### config.mk
export PLATFORM = sky130hd
export DESIGN_NAME = gf180mcu_osu_sc_gp12t3v3__xnor2_bist_ctrl
export DESIGN_NICKNAME = d
export VERILOG_FILES = /design/src/rtl/gf180mcu_osu_sc_gp12t3v3__xnor2_bist_ctrl.sv
export SDC_FILE = /design/constraint.sdc
export NUM_CORES = 1
export LEC_CHECK = 0
export ABC_AREA = 1
export CAP_MARGIN = 5
export CORE_ASPECT_RATIO = 0.6
export CORE_MARGIN = 2
export CORE_UTILIZATION = 50
export CTS_CLUSTER_DIAMETER = 200
export CTS_CLUSTER_SIZE = 25
export DETAILED_ROUTE_END_ITERATION = 12
export HOLD_SLACK_MARGIN = 0.02
export PLACE_DENSITY = 0.78
export SETUP_SLACK_MARGIN = 0.1
export SYNTH_ARGS = -nofsm -noshare
export SYNTH_HDL_FRONTEND = slang
export SYNTH_SLANG_ARGS = --single-unit
### constraint.sdc
create_clock -name CLK -period 3.2 [get_ports CLK]
set_clock_uncertainty 0.05 [all_clocks]
set_input_delay 0.8 -clock CLK [delete_from_list [all_inputs] [get_ports CLK]]
set_output_delay 0.8 -clock CLK [all_outputs]
set_load 0.02 [all_outputs]
### src/rtl/gf180mcu_osu_sc_gp12t3v3__xnor2_bist_ctrl.sv
// rtl/gf180mcu_osu_sc_gp12t3v3__xnor2_bist_ctrl.sv - BIST sequencer for a bank of xnor2 cells
// Drives the four A/B vectors into every cell, samples after a settle window, accumulates failures.
module gf180mcu_osu_sc_gp12t3v3__xnor2_bist_ctrl #(
    parameter int N      = 8,
    parameter int SETTLE = 2,
    parameter int LOOPS  = 1
) (
    input  logic         CLK,
    input  logic         RN,
    input  logic         START,
    input  logic         ABORT,
    output logic [N-1:0] TA,
    output logic [N-1:0] TB,
    input  logic [N-1:0] TY,
    output logic         BUSY,
    output logic         DONE,
    output logic         PASS,
    output logic [7:0]   FAIL_CNT,
    output logic [N-1:0] FAIL_MASK
);

    typedef enum logic [1:0] {S_IDLE, S_SETTLE, S_CHECK, S_DONE} state_t;

    localparam logic [3:0] SETTLE_W  = 4'(SETTLE);
    localparam logic [7:0] LAST_LOOP = 8'(LOOPS - 1);
    // With no settle time a freshly launched vector is sampled on the very next edge
    localparam state_t LAUNCH_STATE = (SETTLE == 0) ? S_CHECK : S_SETTLE;

    state_t       state, state_n;
    logic [3:0]   cnt, cnt_n;
    logic [1:0]   vec, vec_n;
    logic [7:0]   loop_cnt, loop_n;
    logic [N-1:0] ta_n, tb_n, mask_n, mism;
    logic [7:0]   fcnt_n;

    always_ff @(posedge CLK or negedge RN) begin
        if (!RN) begin
            state     <= S_IDLE;
            cnt       <= '0;
            vec       <= '0;
            loop_cnt  <= '0;
            TA        <= '0;
            TB        <= '0;
            FAIL_CNT  <= '0;
            FAIL_MASK <= '0;
        end else begin
            state     <= state_n;
            cnt       <= cnt_n;
            vec       <= vec_n;
            loop_cnt  <= loop_n;
            TA        <= ta_n;
            TB        <= tb_n;
            FAIL_CNT  <= fcnt_n;
            FAIL_MASK <= mask_n;
        end
    end

    always_comb begin
        state_n = state;
        cnt_n   = cnt;
        vec_n   = vec;
        loop_n  = loop_cnt;
        ta_n    = TA;
        tb_n    = TB;
        fcnt_n  = FAIL_CNT;
        mask_n  = FAIL_MASK;
        mism    = TY ^ ~(TA ^ TB);
        case (state)
            S_IDLE, S_DONE: begin
                if (START) begin
                    fcnt_n  = '0;
                    mask_n  = '0;
                    vec_n   = '0;
                    loop_n  = '0;
                    ta_n    = '0;
                    tb_n    = '0;
                    cnt_n   = SETTLE_W;
                    state_n = LAUNCH_STATE;
                end
            end
            S_SETTLE: begin
                if (ABORT) begin
                    state_n = S_IDLE;
                    ta_n    = '0;
                    tb_n    = '0;
                end else begin
                    cnt_n = cnt - 4'd1;
                    if (cnt == 4'd1) state_n = S_CHECK;
                end
            end
            S_CHECK: begin
                // An abort discards the sample taken in this cycle
                if (ABORT) begin
                    state_n = S_IDLE;
                    ta_n    = '0;
                    tb_n    = '0;
                end else begin
                    if (|mism) begin
                        fcnt_n = (FAIL_CNT == 8'hFF) ? 8'hFF : FAIL_CNT + 8'd1;
                        mask_n = FAIL_MASK | mism;
                    end
                    if (vec == 2'd3 && loop_cnt == LAST_LOOP) begin
                        state_n = S_DONE;
                        ta_n    = '0;
                        tb_n    = '0;
                    end else begin
                        vec_n   = vec + 2'd1;
                        if (vec == 2'd3) loop_n = loop_cnt + 8'd1;
                        ta_n    = {N{vec_n[1]}};
                        tb_n    = {N{vec_n[0]}};
                        cnt_n   = SETTLE_W;
                        state_n = LAUNCH_STATE;
                    end
                end
            end
            default: state_n = S_IDLE;
        endcase
    end

    assign BUSY = (state == S_SETTLE) || (state == S_CHECK);
    assign DONE = (state == S_DONE);
    assign PASS = DONE && (FAIL_CNT == 8'd0);

endmodule

== Word level (Yosys, flattened, before mapping) ==
Index checks and enable logic that the tools add are counted.
Operators by class
  add/subtract/negate cells: 4
  equality and inequality tests: 14
  muxes and demuxes: 34
  bitwise operators: 4
  reduce and logical (&&, ||, !) cells: 15
Operator list (number)
  8-bit 2-to-1 mux: 14
  8-bit one-hot mux with 2 select lines: 3
  8-bit one-hot mux with 3 select lines: 2
  8-bit by 1-bit adder with 8-bit output (second input constant): 2
  8-bit logical NOT: 2
  2-bit 2-to-1 mux: 8
  4-bit 2-to-1 mux: 4
  8-bit XOR: 2
  2-bit inequality test (second input constant): 7
  4-bit one-hot mux with 3 select lines: 1
  4-bit AND reduction: 3
  8-bit equality test (second input constant): 1
  8-bit inverter: 1
  8-bit OR: 1
  8-bit OR reduction: 1
  2-bit equality test (second input constant): 3
  2-bit one-hot mux with 3 select lines: 1
  5-bit AND reduction: 1
  4-bit by 1-bit equality test with 1-bit output (second input constant): 1
  2-bit one-hot mux with 2 select lines: 1
  2-bit AND reduction: 2
  4-bit by 1-bit subtractor with 4-bit output (second input constant): 1
  3-bit inequality test (second input constant): 1
  2-bit by 1-bit adder with 2-bit output (second input constant): 1
  other kinds (6): 7
Storage, ports and cells
  register bits: 48
  bits of input ports: 12
  output and inout port bits: 35
  logic and storage cells: 79

== Longest topological paths before layout ==
  depth after elaboration: 7
  gate-level depth with buffers: 12
  mapped depth without buffers: 11

== Worst setup path before layout ==
Ideal clock, no wire load.
  path type: register to output
  start: reg state[1]
  end: out PASS
  data arrival time: 1.412 ns
  data required time: 2.350 ns
  path slack: 0.938 ns
  stages on the path, launching flop included: 4
  buffers on the path: 0
  path through: dfrtp_1 > ha_1 > nand2_1 > nor4_1
On the way
  cells in the longest elaborated chain, start to end: 2
Ends and longest elaborated chain
  start: declaration: line 29  | state_t state, state_n;
  start signal: assignment: line 47  | state <= state_n;
  2-bit equality test: line 121  | assign DONE = (state == S_DONE);
  via DONE: line 16  | output logic DONE,
  1-bit logical AND: line 122  | assign PASS = DONE && (FAIL_CNT == 8'd0);
  end: declaration: line 17  | output logic PASS,
The timed path passes the listed nets, and every way through them passes these cells.

== Worst setup path in the final report ==
  start: reg FAIL_CNT[0]
  end: out PASS
On the way
  cells in the longest elaborated chain, start to end: 2
Ends and longest elaborated chain
  start: declaration: line 18  | output logic [7:0] FAIL_CNT,
  start signal: assignment: line 53  | FAIL_CNT <= fcnt_n;
  8-bit logical NOT: line 122
  1-bit logical AND: line 122
No other way between the ends.

==> results_dict.tcl <==
set metrics [dict create \
    cts_buffer_depth 2 \
    period_needed_ns 2.867 \
    antenna_found_initial 0 \
    endpoint_kind "primary output" \
    worst_setup_path_start_kind "flip-flop" \
    ys_warn_count 0 \
    dpl.hpwl_microns 3988 \
    period_share_pct 89.60 \
    syn_area_per_cell_sq_um 7.218 \
    hold_viol 0 \
    ys_seq_elements 34 \
    synth.top_cells.by_count "95 x nand2_1, 45 x inv_1, 39 x nand3_1, 34 x dfrtp_1, 18 x o21ai_0" \
    viasPerCell 5.159 \
    worstHoldStart "FAIL_MASK[0]" \
    synth.distinct_cells 33 \
    yosys.area_share.simple_pct 34.40 \
    synth_fa_ha_area_share_pct 5.269 \
    holdPathStages 2 \
    synthTopCellsByArea "dfrtp_1 36%, nand2_1 15%, nand3_1 8.2%, inv_1 7.1%, ha_1 5.3%" \
    slowest_stage "clkdlybuf4s50_1" \
    dieArea_sq_um 5335 \
    htreeDepth 2 \
    synth_area_sq_um 2375 \
    grt_pass1_wl_microns 9349 \
    ys_seq_area_share_pct 35.83 \
    cts_resized 0 \
    drt_first_pass_iters 4 \
    synth_mux_area_share_pct 0 \
    path_max_fanout 6 \
    wl_microns 5383 \
    max_freq_mhz 348.8 \
    grt_max_degree 35 \
    syn_inst 329 \
    yosysMostFrequentCell "nand2_1" \
    p_per_area_nw_per_um2 617.8 \
    grt_pass1_vias 2026 \
    synth_ff_type "dfrtp_1" \
    ios 47 \
    r2r-start "state[0]" \
    critical_path_class "flip-flop to primary output" \
    coreArea_sq_um 4564 \
    portBuffers 46 \
    rsz0062_at_grt "false" \
    grt_usage_pct 22.21 \
    tightest_slew_ns 0.4409 \
    setup_tns_ns 0 \
    max_slew_margin_pct 70.60 \
    multi_input_area_sq_um 1199 \
    ant_nets 0 \
    synth_top_area_share_pct 35.83 \
    hold_buffers 0 \
    setup-violations-final 0 \
    fillers 441 \
    slew_viol_final 0 \
    drc 0 \
    synth.net_count 351 \
    status "finished, final reports clean" \
    cp_cell_sequence "inv_1, ha_1, nand4_1, nor4_1, clkdlybuf4s50_1" \
    crit_required_ns 2.35 \
    area.growth.synth_to_final_pct 20.76 \
    cts.sinks 34 \
    die_y_microns 57.39 \
    crit_family "buffers and inverters" \
    die_x_microns 92.97 \
    vias 2208 \
    clk_pin_slew_ns 0.07 \
    async_flop_share_pct 100.0 \
    yosysTopAreaCell "dfrtp_1" \
    drt_iter0_markers 121 \
    place_ws_ns 0.6939 \
    start_util_pct 52.03 \
    clk_latency_ns 0.29 \
    num_rows 19 \
    wl_per_cell_microns 12.58 \
    cts_tree "yes" \
    critical_path_buf_inv_count 2 \
    cts_inserted_buffers 5 \
    place_congestion 0.8768 \
    leakagePower_uw 0.001408 \
    diodes 0 \
    fin_nets 387 \
    regArea_sq_um 850.8 \
    rr_endpoint "FAIL_CNT[1]" \
    whs_endpoint "FAIL_MASK[0]" \
    drive_gt1_share_pct 8.219 \
    irDropWorstVdd_mv 0.3491 \
    cap_violations 0 \
    synth_edf_count 0 \
    min_path_type "flip-flop to flip-flop" \
    critPathMaxStageDelay_ns 0.68 \
    fin_ws_ns 0.3327 \
    post_cts_buffers 0 \
    worst_ep_arrival_time_ns 2.02 \
    synth-xor-area-share_pct 2.160 \
    synth_top_family_by_area "simple AND/OR/NAND/NOR gates" \
    overflow 0 \
    cts_root_buffer "clkbuf_8" \
    r2r_cells 9 \
    synth-compound-area-share_pct 8.641 \
    regToRegSetupSlack_ns 1.12 \
]
==> per-stage QoR <==
stage	cell area (sq um)	utilization [%]	power, uW	hold slack [ns]	instances
floorplan	2375	-	1223	0.4070	329
global placement	2791	61.16	1466	0.4288	421
detailed placement	2791	61.16	1478	0.4350	421
CTS	2868	62.83	1777	0.4522	428
global route	2868	62.83	1915	0.4717	428
finish	2868	62.83	1772	0.4442	428
==> sequential cells by signal, indices dropped and copies added, names as in the netlist <==
name and count:
FAIL_CNT 8, TB 1, TA 1, loop_cnt 8
FAIL_MASK 8, state 2, cnt 4, vec 2
==> final cells by class <==
class,count,area share (%)
Clock buffer,7,2.661
Inverter,48,6.283
Multi-Input combinational cell,227,41.80
Sequential cell,34,29.67
Tap cell,63,2.749
Timing Repair Buffer,49,16.84
==> worst max-delay path by stage <==
| stage | cells past startpoint | endpoint | startpoint | slack [ns] |
|---|---|---|---|---|
| 2_1_floorplan | 3 | PASS | state[1] | 0.94 |
| 3_3_place_gp | 5 | PASS | FAIL_CNT[0] | 0.71 |
| 3_5_place_dp | 5 | PASS | FAIL_CNT[0] | 0.69 |
| 4_1_cts | 5 | PASS | FAIL_CNT[0] | 0.38 |
| 5_1_grt | 5 | PASS | FAIL_CNT[0] | 0.26 |
| 6_report | 5 | PASS | FAIL_CNT[0] | 0.33 |
==> worst min-delay path: cells and delay by family (launching register included) <==
kind | cells | cell delay [ns]
flops | 1 | 0.36
simple gates | 2 | 0.11
==> routing by layer <==
layer | GRT usage, % | routed length (microns) | vias to the layer above
met5 | 0 | 0 | -
met1 | 33.25 | 2844 | 1034
met4 | 5.672 | 56 | 0
met3 | 4.756 | 272 | 8
li1 | - | - | 1112
met2 | 32.92 | 2209 | 54
==> cell families (layout without fill, tap and decap cells) <==
group | count (synthesis) | in the layout
buffers and inverters | 68 | 104
flip-flops | 34 | 34
AO/OA/AOI/OAI | 34 | 34
adder cells (fa/ha/maj) | 10 | 10
AND/OR/NAND/NOR | 178 | 178
XOR/XNOR | 5 | 5
==> power breakdown <==
part	leakage (uW)	internal [uW]	switching, uW
Clock	0.0000383	150	148
Combinational	0.000903	336	552
Sequential	0.000466	507	79.0
==> cells in the final DEF (no fill, tap or decap), types with 5 or more instances in the layout <==
cell             synthesis  routed
nand4_1                  5       5
nand2_2                  5       5
ha_1                    10      10
nor3_1                   5       5
nand3_1                 39      39
a21oi_1                  7       7
clkdlybuf4s50_1          0      46
nand2_1                 95      95
dfrtp_1                 34      34
inv_1                   45      45
clkbuf_8                 0       5
nor2_1                  13      13
o21ai_0                 18      18
No activity file was read; power rests on OpenSTA's default activity.
